$ cat config.mk
export PLATFORM = sky130hd
export DESIGN_NAME = im_load_ctrl
export DESIGN_NICKNAME = d
export VERILOG_FILES = /design/src/rtl/im_load_pkg.sv /design/src/rtl/im_load_cksum.sv /design/src/rtl/im_load_ctrl.sv
export SDC_FILE = /design/constraint.sdc
export NUM_CORES = 1
export LEC_CHECK = 0
export BUFFER_PORTS_ARGS = -buffer_cell sky130_fd_sc_hd__buf_2
export CELL_PAD_IN_SITES_DETAIL_PLACEMENT = 1
export CELL_PAD_IN_SITES_GLOBAL_PLACEMENT = 1
export CORE_ASPECT_RATIO = 0.75
export CORE_MARGIN = 10
export CORE_UTILIZATION = 46
export DETAILED_ROUTE_END_ITERATION = 10
export PLACE_DENSITY_LB_ADDON = 0.1
export SLEW_MARGIN = 20
export SYNTH_ARGS = -nofsm -noshare
export SYNTH_HDL_FRONTEND = slang
export SYNTH_SLANG_ARGS = --single-unit
$ cat constraint.sdc
create_clock -name clock -period 10.5 [get_ports clock]
set_clock_uncertainty 0.15 [all_clocks]
set_input_delay 0.525 -clock clock [delete_from_list [all_inputs] [get_ports clock]]
set_output_delay 0.525 -clock clock [all_outputs]
set_load 0.02 [all_outputs]
$ cat src/rtl/im_load_pkg.sv
`default_nettype none
// +----------------------------------------------------------------------+
// | im_load_pkg : shared state encoding and default widths for im_load_*  |
// | Rev 1.0                                                               |
// +----------------------------------------------------------------------+
package im_load_pkg;

  localparam int c_DEFAULT_DATA_WIDTH = 32;
  localparam int c_DEFAULT_ADDR_WIDTH = 14;

  typedef enum logic [2:0] {
    IDLE   = 3'd0,
    READ   = 3'd1,
    WRITE  = 3'd2,
    COMMIT = 3'd3,
    DONE   = 3'd4
  } state_t;

endpackage
`default_nettype wire

$ cat src/rtl/im_load_cksum.sv
`default_nettype none
// +----------------------------------------------------------------------+
// | im_load_cksum : running modulo-2**DATA_WIDTH sum of written words     |
// | Present only when IM_LOAD_CKSUM_EN is defined.  Rev 1.0               |
// +----------------------------------------------------------------------+
`ifdef IM_LOAD_CKSUM_EN
module im_load_cksum
  import im_load_pkg::*;
#(
  parameter int DATA_WIDTH = c_DEFAULT_DATA_WIDTH
) (
  input  logic                  clock,
  input  logic                  reset,
  input  logic                  clear,
  input  logic                  add_en,
  input  logic [DATA_WIDTH-1:0] add_data,
  output logic [DATA_WIDTH-1:0] sum
);

  logic [DATA_WIDTH-1:0] r_sum;

  always_ff @(posedge clock or negedge reset) begin
    if (!reset)      r_sum <= '0;
    else if (clear)  r_sum <= '0;
    else if (add_en) r_sum <= r_sum + add_data;
  end

  assign sum = r_sum;

endmodule
`endif
`default_nettype wire

$ cat src/rtl/im_load_ctrl.sv
`default_nettype none
// +----------------------------------------------------------------------+
// | im_load_ctrl : copies a word block from a source port into IM, with   |
// | optional offset commit; checksum enabled by IM_LOAD_CKSUM_EN. Rev 1.0 |
// +----------------------------------------------------------------------+
module im_load_ctrl
  import im_load_pkg::*;
#(
  parameter int DATA_WIDTH = c_DEFAULT_DATA_WIDTH,
  parameter int ADDR_WIDTH = c_DEFAULT_ADDR_WIDTH
) (
  input  logic                  clock,
  input  logic                  reset,
  input  logic                  start,
  input  logic                  abort,
  input  logic                  commit_en,
  input  logic [DATA_WIDTH-1:0] src_base,
  input  logic [DATA_WIDTH-1:0] dst_base,
  input  logic [DATA_WIDTH-1:0] length,
  output logic                  src_req,
  output logic [DATA_WIDTH-1:0] src_addr,
  input  logic                  src_ack,
  input  logic [DATA_WIDTH-1:0] src_data,
  output logic                  im_write,
  output logic [DATA_WIDTH-1:0] im_write_addr,
  output logic [DATA_WIDTH-1:0] im_write_data,
  output logic [DATA_WIDTH-1:0] im_offset,
  output logic                  flag_imoffset,
  output logic                  busy,
  output logic                  done,
  output logic                  err,
  output logic [DATA_WIDTH-1:0] checksum
);

  localparam logic [DATA_WIDTH:0]   c_IM_DEPTH = {{DATA_WIDTH{1'b0}}, 1'b1} << ADDR_WIDTH;
  localparam logic [DATA_WIDTH-1:0] c_ONE      = {{(DATA_WIDTH-1){1'b0}}, 1'b1};

  state_t                r_state, w_next;
  logic [DATA_WIDTH-1:0] r_src_base, r_dst_base, r_length, r_index, r_word, r_im_offset;
  logic                  r_commit_en, r_err;
  logic                  w_range_bad, w_accept, w_last;

  // Extra bit keeps dst_base+length from wrapping back into range
  assign w_range_bad = ({1'b0, dst_base} + {1'b0, length}) > c_IM_DEPTH;
  assign w_accept    = (r_state == IDLE) && start && !abort && !w_range_bad;
  assign w_last      = (r_index == (r_length - c_ONE));

  always_ff @(posedge clock or negedge reset) begin
    if (!reset) r_state <= IDLE;
    else        r_state <= w_next;
  end

  always_comb begin
    w_next        = r_state;
    src_req       = 1'b0;
    src_addr      = '0;
    im_write      = 1'b0;
    im_write_addr = '0;
    im_write_data = '0;
    flag_imoffset = 1'b0;
    done          = 1'b0;
    case (r_state)
      IDLE: begin
        if (w_accept) w_next = (length == '0) ? DONE : READ;
      end
      READ: begin
        src_req  = 1'b1;
        src_addr = r_src_base + r_index;
        if (abort)        w_next = IDLE;
        else if (src_ack) w_next = WRITE;
      end
      WRITE: begin
        if (abort) w_next = IDLE;
        else begin
          im_write      = 1'b1;
          im_write_addr = r_dst_base + r_index;
          im_write_data = r_word;
          if (w_last) w_next = r_commit_en ? COMMIT : DONE;
          else        w_next = READ;
        end
      end
      COMMIT: begin
        if (abort) w_next = IDLE;
        else begin
          flag_imoffset = 1'b1;
          w_next        = DONE;
        end
      end
      DONE: begin
        w_next = IDLE;
        if (!abort) done = 1'b1;
      end
      default: w_next = IDLE;
    endcase
  end

  always_ff @(posedge clock or negedge reset) begin
    if (!reset) begin
      r_src_base  <= '0;
      r_dst_base  <= '0;
      r_length    <= '0;
      r_commit_en <= 1'b0;
      r_index     <= '0;
      r_word      <= '0;
    end else begin
      if (w_accept) begin
        r_src_base  <= src_base;
        r_dst_base  <= dst_base;
        r_length    <= length;
        r_commit_en <= commit_en;
        r_index     <= '0;
      end
      if (r_state == READ && src_ack && !abort) r_word <= src_data;
      if (im_write) r_index <= r_index + c_ONE;
    end
  end

  // Offset register only changes on an un-aborted COMMIT cycle
  always_ff @(posedge clock or negedge reset) begin
    if (!reset) begin
      r_im_offset <= '0;
      r_err       <= 1'b0;
    end else begin
      if (flag_imoffset) r_im_offset <= r_dst_base;
      r_err <= ((r_state != IDLE) && abort) ||
               ((r_state == IDLE) && start && !abort && w_range_bad);
    end
  end

  assign im_offset = flag_imoffset ? r_dst_base : r_im_offset;
  assign busy      = (r_state != IDLE);
  assign err       = r_err;

`ifdef IM_LOAD_CKSUM_EN
  im_load_cksum #(
    .DATA_WIDTH (DATA_WIDTH)
  ) u_cksum (
    .clock    (clock),
    .reset    (reset),
    .clear    (w_accept),
    .add_en   (im_write),
    .add_data (r_word),
    .sum      (checksum)
  );
`else
  assign checksum = '0;
`endif

endmodule
`default_nettype wire

==> metrics.md <==
| Metric | Value |
|---|---|
| PortBufs | `approximately 270` |
| First-pass DRT Iterations | `5` |
| Detail Route Antenna Nets | `0` |
| Mapped Area | `between 0.01 and 0.015 mm2` |
| CP required | `9.83 ns` |
| Global Route Usage Sum | `about a quarter` |
| RSZ-0062 raised after global routing | `false` |
| Top fanout value on the critical path | `8` |
| Critical path class | `reg -> out` |
| Metal1 wirelength | `24.88 mm` |
| 1st-iter DRT viols | `between 900 and 1k` |
| Avg Inst Size Synth | `9.294 um2` |
| Max-slew headroom | `between 30% and 40%` |
| Critical path's top delay family | `compound AO/OA/AOI/OAI gates` |
| Root buffer cell | `clkbuf_16` |
| Synth cell types | `84` |
| Max-cap viol count | `0` |
| Fraction of layout cells with a size suffix above 1 | `between 20% and 30%` |
| Clock Latency Late Sink | `0.46 ns` |
| Sw Share | `30.51%` |
| Logic pwr share | `13.8%` |
| Final Max Slew Viols | `0` |
| Endpoints failing hold | `0` |
| Initial antenna violation count | `6` |
| Crit. End Element | `output port` |
| Largest net degree at the start of global routing | `about 70` |
| First-pass GRT wire length | `between 80 and 90 mm` |
| Power share of the clock group | `40.1%` |
| Final WL | `~54 mm` |
| Synth cell count leaders | `197 x dfrtp_1, 137 x nor2_1, 100 x mux2_2, 100 x nand2_1, 96 x ha_1` |
| Remaining global-route overflow | `0` |
| CP Cell Sequence | `ha_1 > fa_1 > a21o_1 > a21o_1 > a211oi_1 > o31ai_1 > a21oi_1 > o21ai_0 > o22ai_1 > o21ai_0 > a31oi_1 > mux2i_1 > buf_2` |
| Sequential share of power | `between 40% and 50%` |
| Synth async-reset ratio | `100.0%` |
| Vias per Instance | `~5.9` |
| H-tree depth | `4` |
| DP HPWL | `42.23 mm` |
| #FFs+latches synth | `just under 200` |
| Setup TNS | `0 ns` |
| Worst slew pin tran | `about 0.99 ns` |
| Count leader, synth | `dfrtp_1` |
| Crit path DAT | `4.96 ns` |
| EDFF count, synth | `0` |
| CP peak stage delay | `approximately 0.56 ns` |
| Top FF cell, synth | `dfrtp_1` |
| Static leakage power | `8.625 nW` |
| Final design utilization | `a little over half` |
| Nature of the critical path startpoint | `flip-flop` |
| Tmin final | `between 5 and 6 ns` |
| Status | `finished, final reports clean` |
| Count of buffer and inverter cells on the critical path | `1` |
| I/O pin cnt | `300` |
| Area leader, netlist | `dfrtp_1` |
| Remaining DRCs | `0` |
| Met2 WL | `24.53 mm` |
| DIE WIDTH | `between 200 and 250 um` |
| Post-synthesis sequential area ratio | `between 30% and 40%` |
| Die H | `175.9 um` |
| Cts bufs inserted | `17` |
| Top layer in use | `met5` |
| P_int | `around 1.2 mW` |
| Synth-to-Final Area Change | `14.18%` |
| Setup violators final | `0` |
| Crit-path slowest cell | `dfrtp_1` |
| Starting density of the core | `47.15%` |
| Worst VDD drop | `between 100 and 150 uV` |
| CTS tree | `built` |
| Post-Synthesis Cells | `around 1.6k` |
| Detailed-route via count | `between 10k and 15k` |
| Max Root-Sink Buffers | `2` |
| Part of the cycle the worst path needs | `53.71%` |
| Syn. warnings | `0` |
| Routability cong. | `about 0.97` |
| Net count, final | `roughly 2.1k` |
| Clock sinks | `~200` |
| HP Class | `in -> reg` |
| Synth top area cells | `dfrtp_1 33%, ha_1 8.1%, mux2_2 7.6%` |
| Power Dens Cells | `about 100 mW/mm2` |
| WL per Instance | `~24 um` |
| Yosys top cell area share | `33.09%` |
| Die ar. | `around 0.040 mm2` |
| Routed wl met3 | `3.506 mm` |
| Core Area | `between 0.03 and 0.04 mm2` |
| Fmax | `177.3 MHz` |
| Post-CTS setup repair buffer count | `0` |
| Vias in the first global route | `about 14k` |
| Net Sw Power | `0.5134 mW` |
| Reg clk slew, reported paths | `approximately 0.08 ns` |
| Layout fillers | `~3.7k` |
| # rows | `56` |
path summary, 6_finish.rpt:
check / from / endpoint / slack (ns) / cells after the start
worst max-delay path: r_index[0] / im_write_addr[30] / 4.86 / 13
worst min-delay path: src_base[2] / r_src_base[2] / 0.13 / 2
worst max register to register: r_length[0] / r_state[2] / 6.24 / 12
worst min register to register: r_im_offset[21] / r_im_offset[21] / 0.35 / 1
max in group asynchronous: reset / r_index[10] / 8.35 / 3
min in group asynchronous: reset / r_im_offset[10] / 0.48 / 2
power by group through the flow:
stage	Clock, mW	Combinational (mW)	Sequential, mW
final	0.674	0.233	0.775
after global routing	0.719	0.255	0.776
after CTS	0.688	0.229	0.775
after detailed placement	0	0.227	0.790
after global placement	0	0.222	0.789
after floorplan	0	0.141	0.787
layer usage:
layer / track usage [%] / vias up
li1: - / 6284
met1: 34.93 / 6838
met2: 41.50 / 375
met3: 6.666 / 49
met4: 5.830 / 6
met5: 0 / -
sequential cells by signal (all words and copies together) (netlist names):
name / cells
r_index: 32
r_state: 3
r_dst_base: 32
r_commit_en: 1
r_word: 32
r_length: 32
err: 1
r_im_offset: 32
r_src_base: 32
kinds of logic after synthesis:
family | after synthesis | synth area share [%]
other cells | 1 | 0.02517
buf+inv | 131 | 4.669
mux | 173 | 13.01
compound gates | 368 | 16.19
flops | 197 | 33.09
xor+xnor | 104 | 6.114
simple gates | 530 | 18.43
fa+ha+maj | 99 | 8.466
repair_timing:
item / in CTS / in global routing
endpoints found under the setup margin: 0 / 0
hold buffers: 1 / 0
endpoints found under the hold margin: 66 / 0
gates resized for setup: 0 / 0
worst reg2reg max path, cell delays in order, from the launching register on:
cell      delay (ns)
dfrtp_1         0.50
inv_1           0.10
ha_1            0.20
nor4b_2         0.61
nand4b_1        0.32
or4_1           0.54
nor2_1          0.12
a41o_1          0.10
a21oi_1         0.05
or4_1           0.59
a2111o_1        0.43
or3_1           0.33
a22oi_1         0.16
layout make-up:
class                           instances  area (um2)  area share (%)
Tap cell                              435       544.3           3.199
Sequential cell                       197        4930           28.98
Clock inverter                         15       162.7          0.9562
Clock buffer                           17       425.4           2.501
Multi-Input combinational cell       1306        9392           55.21
Timing Repair Buffer                  277        1423           8.363
Inverter                               34       127.6          0.7502
Antenna cell                            3       7.507         0.04413
stage by stage:
step / instance area [um2] / instances / setup slack (ns) / power, mW / hold WS, ns
CTS: 17000 / 2281 / 5.009 / 1.691 / 0.1075
finish: 17010 / 2284 / 4.860 / 1.683 / 0.1268
global route: 17010 / 2282 / 4.732 / 1.751 / 0.1156
detailed placement: 16410 / 2248 / 4.919 / 1.017 / 0.3318
floorplan: 15010 / 1634 / 6.214 / 0.9276 / 0.07941
global placement: 16410 / 2248 / 5.013 / 1.010 / 0.3260
placed cells by master (no fill, tap or decap), types with 18 or more instances in the layout:
cell type,Yosys,routed
ha_1,96,96
mux2_1,65,65
nand3_1,33,33
nand2_1,100,100
o21ai_0,76,76
and2_1,43,43
a21o_1,45,45
inv_1,33,33
nor3_1,42,42
xnor2_1,62,62
a21oi_1,93,93
xor2_1,42,42
nor2_1,137,136
conb_1,1,32
dfrtp_1,197,197
mux2_2,100,100
and3_1,18,18
nand4_1,35,35
buf_2,13,266
Power figures use the tool's default switching activity.
